--- config.mk ---
export PLATFORM = sky130hd
export DESIGN_NAME = m_tick_ctrl
export DESIGN_NICKNAME = d
export VERILOG_FILES = /design/src/rtl/m_tick_pkg.sv /design/src/rtl/m_phase_cnt.sv /design/src/rtl/m_tick_ctrl.sv
export SDC_FILE = /design/constraint.sdc
export NUM_CORES = 1
export LEC_CHECK = 0
export ABC_AREA = 1
export BUFFER_PORTS_ARGS = -buffer_cell sky130_fd_sc_hd__buf_2
export CAP_MARGIN = 40
export CORE_MARGIN = 3
export CORE_UTILIZATION = 64
export CTS_BUF_LIST = sky130_fd_sc_hd__clkbuf_8 sky130_fd_sc_hd__clkbuf_16
export DETAILED_ROUTE_END_ITERATION = 10
export GPL_TIMING_DRIVEN = 0
export PLACE_DENSITY = 0.95
export SLEW_MARGIN = 5
export SYNTH_ARGS = -nofsm -noshare
export SYNTH_HDL_FRONTEND = slang
export SYNTH_SLANG_ARGS = --single-unit
--- constraint.sdc ---
create_clock -name w_clk -period 3.9 [get_ports w_clk]
set_input_delay 0.78 -clock w_clk [delete_from_list [all_inputs] [get_ports w_clk]]
set_output_delay 0.78 -clock w_clk [all_outputs]
set_load 0.02 [all_outputs]
--- src/rtl/m_tick_pkg.sv ---
// rtl/m_tick_pkg.sv - shared state and mode encodings for the programmable tick controller
package m_tick_pkg;

    typedef enum logic {
        ST_IDLE = 1'b0,
        ST_RUN  = 1'b1
    } state_t;

    localparam logic MODE_ONESHOT = 1'b0;
    localparam logic MODE_CONT    = 1'b1;

endpackage

--- src/rtl/m_phase_cnt.sv ---
// rtl/m_phase_cnt.sv - free-running phase counter that wraps and pulses at limit-1
module m_phase_cnt #(
    parameter int PW = 32
) (
    input  logic          w_clk,
    input  logic          w_rst_n,
    input  logic          clear,
    input  logic          enable,
    input  logic [PW-1:0] limit,
    output logic          wrap
);

    localparam logic [PW-1:0] ONE = PW'(1);

    logic [PW-1:0] phase;

    // clear wins so an abort or idle cycle never reports a wrap
    assign wrap = enable && !clear && (phase == limit - ONE);

    always_ff @(posedge w_clk or negedge w_rst_n) begin
        if (!w_rst_n) begin
            phase <= '0;
        end else if (clear) begin
            phase <= '0;
        end else if (enable) begin
            phase <= wrap ? '0 : phase + ONE;
        end
    end

endmodule

--- src/rtl/m_tick_ctrl.sv ---
// rtl/m_tick_ctrl.sv - programmable timer: accepts period/count/mode commands, emits tick and square wave
module m_tick_ctrl
    import m_tick_pkg::*;
#(
    parameter int PW = 32,
    parameter int CW = 16
) (
    input  logic          w_clk,
    input  logic          w_rst_n,
    input  logic          w_cmd_valid,
    output logic          r_cmd_ready,
    input  logic [PW-1:0] w_cmd_period,
    input  logic [CW-1:0] w_cmd_count,
    input  logic          w_cmd_mode,
    input  logic          w_stop,
    output logic          r_tick,
    output logic          r_out,
    output logic          r_done,
    output logic          r_busy,
    output logic [CW-1:0] r_remaining
);

    localparam logic [PW-1:0] LIM_ONE = PW'(1);
    localparam logic [CW-1:0] REM_ONE = CW'(1);

    state_t        state, state_nxt;
    logic          mode, mode_nxt;
    logic [PW-1:0] limit, limit_nxt;
    logic [CW-1:0] rem_nxt;
    logic          tick_nxt, out_nxt, done_nxt;
    logic          run, os_empty, wrap;

    assign run         = (state == ST_RUN);
    assign r_busy      = run;
    assign r_cmd_ready = w_rst_n && (state == ST_IDLE);
    // a one-shot run with nothing left finishes without ever ticking
    assign os_empty    = run && (mode == MODE_ONESHOT) && (r_remaining == '0);

    m_phase_cnt #(.PW(PW)) u_phase_cnt (
        .w_clk   (w_clk),
        .w_rst_n (w_rst_n),
        .clear   (!run || w_stop),
        .enable  (run && !os_empty),
        .limit   (limit),
        .wrap    (wrap)
    );

    always_comb begin
        state_nxt = state;
        mode_nxt  = mode;
        limit_nxt = limit;
        rem_nxt   = r_remaining;
        out_nxt   = r_out;
        tick_nxt  = 1'b0;
        done_nxt  = 1'b0;
        case (state)
            ST_IDLE: begin
                if (w_cmd_valid && r_cmd_ready) begin
                    state_nxt = ST_RUN;
                    mode_nxt  = w_cmd_mode;
                    limit_nxt = (w_cmd_period == '0) ? LIM_ONE : w_cmd_period;
                    rem_nxt   = w_cmd_count;
                end
            end
            ST_RUN: begin
                if (w_stop) begin
                    state_nxt = ST_IDLE;
                    rem_nxt   = '0;
                end else if (os_empty) begin
                    state_nxt = ST_IDLE;
                    done_nxt  = 1'b1;
                end else if (wrap) begin
                    tick_nxt = 1'b1;
                    out_nxt  = !r_out;
                    if (mode == MODE_ONESHOT) begin
                        rem_nxt = r_remaining - REM_ONE;
                        if (r_remaining == REM_ONE) begin
                            state_nxt = ST_IDLE;
                            done_nxt  = 1'b1;
                        end
                    end
                end
            end
            default: state_nxt = ST_IDLE;
        endcase
    end

    always_ff @(posedge w_clk or negedge w_rst_n) begin
        if (!w_rst_n) begin
            state       <= ST_IDLE;
            mode        <= MODE_ONESHOT;
            limit       <= LIM_ONE;
            r_remaining <= '0;
            r_out       <= 1'b0;
            r_tick      <= 1'b0;
            r_done      <= 1'b0;
        end else begin
            state       <= state_nxt;
            mode        <= mode_nxt;
            limit       <= limit_nxt;
            r_remaining <= rem_nxt;
            r_out       <= out_nxt;
            r_tick      <= tick_nxt;
            r_done      <= done_nxt;
        end
    end

endmodule

==> results of run 1 <==
-- how the worst min path moves through the flow --
stage	from	to	slack, ns	depth (start not counted)
after global placement	r_out$_DFFE_PN0P_	r_out$_DFFE_PN0P_	0.46	1
after detailed placement	r_out$_DFFE_PN0P_	r_out$_DFFE_PN0P_	0.47	1
after global routing	w_rst_n	u_phase_cnt.phase[31]$_DFFE_PN0P_	0.35	1
after CTS	w_rst_n	u_phase_cnt.phase[31]$_DFFE_PN0P_	0.35	1
final	w_rst_n	u_phase_cnt.phase[31]$_DFFE_PN0P_	0.33	1
after floorplan	w_rst_n	limit[10]$_DFFE_PN0P_	0.48	0
-- final cells by class --
cell class,instances,area [um2]
buffer,25,111
fill,769,2390
inverter,90,338
clock buffer,9,124
timing repair buffer,73,390
multi-input combinational,754,3710
clock inverter,7,61.3
tap,129,161
sequential,85,2130
-- sequential cells by signal, summed over array words and instances (netlist names) --
name / count
limit: 32
mode: 1
r_busy: 1
r_done: 1
r_out: 1
r_remaining: 16
r_tick: 1
u_phase_cnt.phase: 32
-- power by group through the flow --
stage               logic [mW]  clock network (mW)  registers [mW]
finish                   0.952               0.604            1.17
global route              1.08               0.643            1.19
CTS                      0.944               0.602            1.16
detailed placement       0.934                   0            1.18
global placement         0.897                   0            1.17
floorplan                0.636                   0            1.20
-- layer usage --
layer | wire length (um) | part of all wire, %
met1 | 7180 | 43
met2 | 7520 | 45
met3 | 1350 | 8.1
met4 | 486 | 2.9
met5 | 0 | 0
-- cells in the final DEF (no fill, tap or decap), types with 3 or more instances in the layout --
| cell type | Yosys | layout |
|---|---|---|
| o21ai_0 | 52 | 52 |
| nor4_1 | 13 | 13 |
| ha_1 | 4 | 4 |
| nor2_4 | 3 | 3 |
| inv_2 | 4 | 4 |
| nor2_1 | 112 | 112 |
| inv_1 | 85 | 88 |
| nand3_1 | 90 | 90 |
| nor2_2 | 5 | 5 |
| clkbuf_8 | 0 | 9 |
| a21oi_1 | 6 | 6 |
| xnor2_1 | 22 | 22 |
| nand3b_1 | 3 | 3 |
| or2_2 | 5 | 5 |
| nand2_1 | 330 | 330 |
| dfrtp_1 | 84 | 84 |
| a32o_1 | 3 | 3 |
| buf_2 | 2 | 73 |
| nand4_1 | 16 | 16 |
| o21bai_1 | 5 | 5 |
| xor2_1 | 36 | 36 |
| nor3_1 | 14 | 14 |
| o21ai_1 | 6 | 6 |
| buf_4 | 2 | 3 |
| clkbuf_1 | 18 | 18 |
| mux2_2 | 9 | 9 |
| nand2_2 | 7 | 7 |
-- per-stage QoR --
step           utilization (%)  TNS, ns
2_1_floorplan                -        0
4_1_cts                   74.6        0
3_5_place_dp              72.7        0
3_3_place_gp              72.3    -8.78
6_report                  74.6        0
5_1_grt                   74.6        0
-- kinds of logic after synthesis --
logic type,count (synthesis)
compound gates,76
xor+xnor,58
fa+ha+maj,4
buf+inv,115
flops,85
mux,9
simple gates,607
==> impl_metrics.yaml, run 1 <==
global_route:
  overflow: 0
  grt_use_met3_pct: 3.83
  grt_max_degree: 59
  track_usage_pct: 31.5
  antenna_found_initial: 0
  grt_use_met2_pct: 49.3
  first_global_vias: 6080
  grt_pass1_wl_um: 28500
  use_met1_pct: 45.1
  top_usage_layer: "met2"
routing:
  wire_per_inst_um: 14.1
  via_per_inst: 5.62
  finalWirelength_um: 16500
  drt_iter0_markers: 547
  route.detailed.drc: 0
  via_count: 6586
  first_pass_iters: 5
  ant_nets: 0
setup_path:
  slowest_delay_ns: 0.44
  critPathBufInv: 5
  crit_required_ns: 3.12
  critical-path-top-delay-family: "buffers and inverters"
  ff2ff_setup_slack_ns: 0.97
  path_cells: "buf_4 -> buf_16 -> inv_1 -> nor2_1 -> clkbuf_1 -> buf_2"
  reg2reg_to: "u_phase_cnt.phase[12]$_DFFE_PN0P_"
  cp-start-kind: "input pin"
  r2r-start: "limit[0]$_DFFE_PN1P_"
  slowest_stage: "nor2_1"
  cp.depth: 6
  worst_setup_path_end_kind: "output pin"
  cp_max_fo: 58
  crit_start: "w_rst_n"
  r2r_cells: 16
  crit_end: "r_cmd_ready"
  critPathKind: "input pin to output pin"
  worstPathArrival_ns: 2.57
sta:
  worst_pin_slew_ns: 0.575
  drv_slew: 0
  hold_slack_ns: 0.330
  finalHoldViolCount: 0
  skew_ns: 0.0169
  fin_ws_ns: 0.550
  fmax_mhz: 299
  period_minus_slack_ns: 3.35
  maxSlewHeadroom_pct: 61.3
  finalCritPeriodShare_pct: 85.9
  finalSetupViolCount: 0
  rsz0062_at_grt: "false"
power_and_ir_drop:
  power.density_mw_per_mm2: 388
  clock_power_share_pct: 22.1
  p_total_mw: 2.73
  switching_share_pct: 40.2
  ir_drop_mv: 0.236
  cell_internal_pwr_mw: 1.63
  p_leak_nw: 3.46
  switching_power_mw: 1.10
  combPwrFrac_pct: 34.9
  share_seq_of_total_power_pct: 43.0
cells_and_area:
  num_antenna_cells: 0
  drive_above_1_share_pct: 12.6
  final_nets: 1095
  area_growth_pct: 11.7
  design_area_mm2: 0.00703
  instances_no_fill: 1172
synthesis:
  synth_commonest_cells: "330 x nand2_1, 112 x nor2_1, 90 x nand3_1"
  synth_top_family_by_area: "simple AND/OR/NAND/NOR gates"
  ys_types: 40
  synth_xor_area_share_pct: 8.08
  synth_top_area_share_pct: 33.4
  yosysWarningCount: 0
  muxShareOfSynthArea_pct: 1.61
  synthFlopType: "dfrtp_1"
  avgSynthCellArea_um2: 6.59
  syn-num-nets: 1011
  synth.top_cells.by_area: "dfrtp_1 33%, nand2_1 20%, nand3_1 7.2%, nor2_1 6.7%, inv_1 5.1%"
  synth_seq_area_share_pct: 33.8
  syn_inst: 954
  ys_ff_latch: 85
  synthArstFlopShare_pct: 100
  synth_edf_count: 0
  synthSimpleGateAreaFrac_pct: 41.9
  syn_area_mm2: 0.00629
  synth_fa_ha_area_share_pct: 0.796
  synth_compound_area_share_pct: 6.65
  yosysTopAreaCell: "dfrtp_1"
  synth_most_common_cell: "nand2_1"
floorplanning:
  floorplan.initialDensity_pct: 66.8
  die_w_um: 105
  die_h_um: 105
  rows: 35
  ioPinCount: 74
  die_area_mm2: 0.0111
  core-area_mm2: 0.00942
place:
  gp_congestion: 0.957
  dp_cells: 1156
  dp_hpwl_um: 12800
  dpl_cell_area_mm2: 0.00684
  dp_slack_ns: 0.400
  io_buffers: 72
clock_tree:
  clockBufferDepth: 2
  cts_sinks: 85
  cts.clk_slew.worst_paths_ns: 0.09
  post_cts_buffers: 0
  clk_latency_ns: 0.36
  cts_tree: "built"
  cts_resized: 0
  numCtsBuffers: 9
  htree_levels: 3
  hold_buffers: 0
  clock-root-buffer: "clkbuf_8"
flow_run:
  drv_cap: 0
run_status:
  status: "complete, no violations"
hold_path:
  hold_path_class: "input pin to asynchronous set/reset pin"
Power figures use the tool's default switching activity.
==> inputs of run 2 (changes only) <==
--- a/config.mk
+++ b/config.mk
@@ -14,6 +14,7 @@
 export DETAILED_ROUTE_END_ITERATION = 10
 export GPL_TIMING_DRIVEN = 0
 export PLACE_DENSITY = 0.95
+export RECOVER_POWER = 100
 export SLEW_MARGIN = 5
 export SYNTH_ARGS = -nofsm -noshare
 export SYNTH_HDL_FRONTEND = slang
==> run 2 against run 1 <==
Effect of this change:
- via count about the same
- sequential power barely moved
- core utilization shrank 0.52 points
- largest power group unchanged
- first-iteration DRC count up 5.7%
- final area is 0.69% lower
==> impl_metrics.yaml, run 2 (same netlist as run 1, synthesis figures left out) <==
setup_path:
  crit_start: "w_rst_n"
  slowest_stage: "nor2_1"
  cp_max_fo: 58
  cp_common_cell: "clkbuf_1"
  path_cells: "buf_4 -> buf_16 -> inv_1 -> nor2_1 -> clkbuf_1 -> clkbuf_1"
  crit_required_ns: 3.12
  r2r_cells: 16
  crit_end: "r_cmd_ready"
  reg2reg_to: "u_phase_cnt.phase[12]$_DFFE_PN0P_"
  ff2ff_setup_slack_ns: 0.60
  worstPathArrival_ns: 2.61
  worst_setup_path_end_kind: "output pin"
  critPathKind: "input pin to output pin"
  r2r-start: "limit[0]$_DFFE_PN1P_"
  slowest_delay_ns: 0.45
  cp-start-kind: "input pin"
place:
  gp_congestion: 0.957
  dp_hpwl_um: 12800
  dpl_cell_area_mm2: 0.00684
  dp_slack_ns: 0.400
  dp_cells: 1156
  io_buffers: 72
cells_and_area:
  design_area_mm2: 0.00698
  largest_registers: "limit: 32 flops, u_phase_cnt.phase: 32 flops, r_remaining: 16 flops"
  instances_no_fill: 1172
  final_common_cell: "nand2_1"
  layout_common_cells: "332 x nand2_1, 113 x nor2_1, 91 x nand3_1"
  area_growth_pct: 10.9
  num_antenna_cells: 0
  drive_above_1_share_pct: 10.1
  final_nets: 1095
clock_tree:
  cts_resized: 0
  cts_tree: "built"
  numCtsBuffers: 9
  clk_latency_ns: 0.36
  post_cts_buffers: 0
  hold_buffers: 0
  cts_sinks: 85
  clock-root-buffer: "clkbuf_8"
  clockBufferDepth: 2
  htree_levels: 3
  cts.clk_slew.worst_paths_ns: 0.09
global_route:
  grt_pass1_wl_um: 28500
  first_global_vias: 6080
  overflow: 0
  track_usage_pct: 31.5
  grt_max_degree: 59
  antenna_found_initial: 0
power_and_ir_drop:
  switching_share_pct: 40.4
  ir_drop_mv: 0.237
  combPwrFrac_pct: 34.5
  switching_power_mw: 1.10
  cell_internal_pwr_mw: 1.62
  share_seq_of_total_power_pct: 43.2
  power.density_mw_per_mm2: 389
  p_leak_nw: 3.39
  clock_power_share_pct: 22.2
routing:
  via_per_inst: 5.62
  via_count: 6590
  route.detailed.drc: 0
  drt_iter0_markers: 578
  wire_per_inst_um: 14.1
  first_pass_iters: 5
  finalWirelength_um: 16600
  ant_nets: 0
sta:
  period_minus_slack_ns: 3.39
  maxSlewHeadroom_pct: 57.0
  hold_slack_ns: 0.338
  drv_slew: 0
  rsz0062_at_grt: "false"
  finalSetupViolCount: 0
  fin_ws_ns: 0.506
  fmax_mhz: 295
  finalHoldViolCount: 0
  finalCritPeriodShare_pct: 87.0
  skew_ns: 0.0182
  worst_pin_slew_ns: 0.643
  setup_tns_ns: 0
flow_run:
  drv_cap: 0
run_status:
  status: "complete, no violations"
floorplanning:
  core-area_mm2: 0.00942
  rows: 35
  floorplan.initialDensity_pct: 66.8
  die_h_um: 105
  ioPinCount: 74
  die_w_um: 105
  die_area_mm2: 0.0111
hold_path:
  hold_path_class: "input pin to asynchronous set/reset pin"
==> run 2: through the flow <==
| stage | util (%) | power (mW) |
|---|---|---|
| 3_5_place_dp | 72.7 | 2.11 |
| 2_1_floorplan | - | 1.83 |
| 3_3_place_gp | 72.3 | 2.07 |
| 4_1_cts | 74.6 | 2.71 |
| 5_1_grt | 74.1 | 2.90 |
| 6_report | 74.1 | 2.71 |
==> run 2: critical path: cells and delay by family <==
family,cells,cell delay [ns]
buffers and inverters,5,1.35
AND/OR/NAND/NOR,1,0.45
==> run 2: layout make-up <==
type                            instances  area, um2
Clock buffer                            9        124
Timing Repair Buffer                   73        364
Clock inverter                          7       61.3
Buffer                                 25        111
Sequential cell                        85       2130
Inverter                               90        338
Tap cell                              129        161
Multi-Input combinational cell        754       3690
Fill cell                             784       2440
==> run 2: worst min-delay path by stage <==
| stage | from | to | slack, ns | cells after the start |
|---|---|---|---|---|
| after floorplan | w_rst_n | limit[10]$_DFFE_PN0P_ | 0.48 | 0 |
| after global placement | r_out$_DFFE_PN0P_ | r_out$_DFFE_PN0P_ | 0.46 | 1 |
| after detailed placement | r_out$_DFFE_PN0P_ | r_out$_DFFE_PN0P_ | 0.47 | 1 |
| after CTS | w_rst_n | u_phase_cnt.phase[31]$_DFFE_PN0P_ | 0.35 | 1 |
| after global routing | w_rst_n | u_phase_cnt.phase[31]$_DFFE_PN0P_ | 0.35 | 1 |
| final | w_rst_n | u_phase_cnt.phase[31]$_DFFE_PN0P_ | 0.34 | 1 |
==> run 2: power by group through the flow <==
stage | Clock (mW) | Combinational (mW) | Sequential [mW]
floorplan | 0 | 0.636 | 1.20
global route | 0.643 | 1.06 | 1.19
global placement | 0 | 0.897 | 1.17
finish | 0.603 | 0.936 | 1.17
CTS | 0.602 | 0.944 | 1.16
detailed placement | 0 | 0.934 | 1.18
==> run 2: routing by layer <==
layer	vias to the layer above	GRT usage, %	part of all wire [%]
li1	3237	-	-
met4	0	11.1	2.7
met3	39	3.83	7.7
met5	-	0	0
met2	259	49.3	46
met1	3055	45.1	44
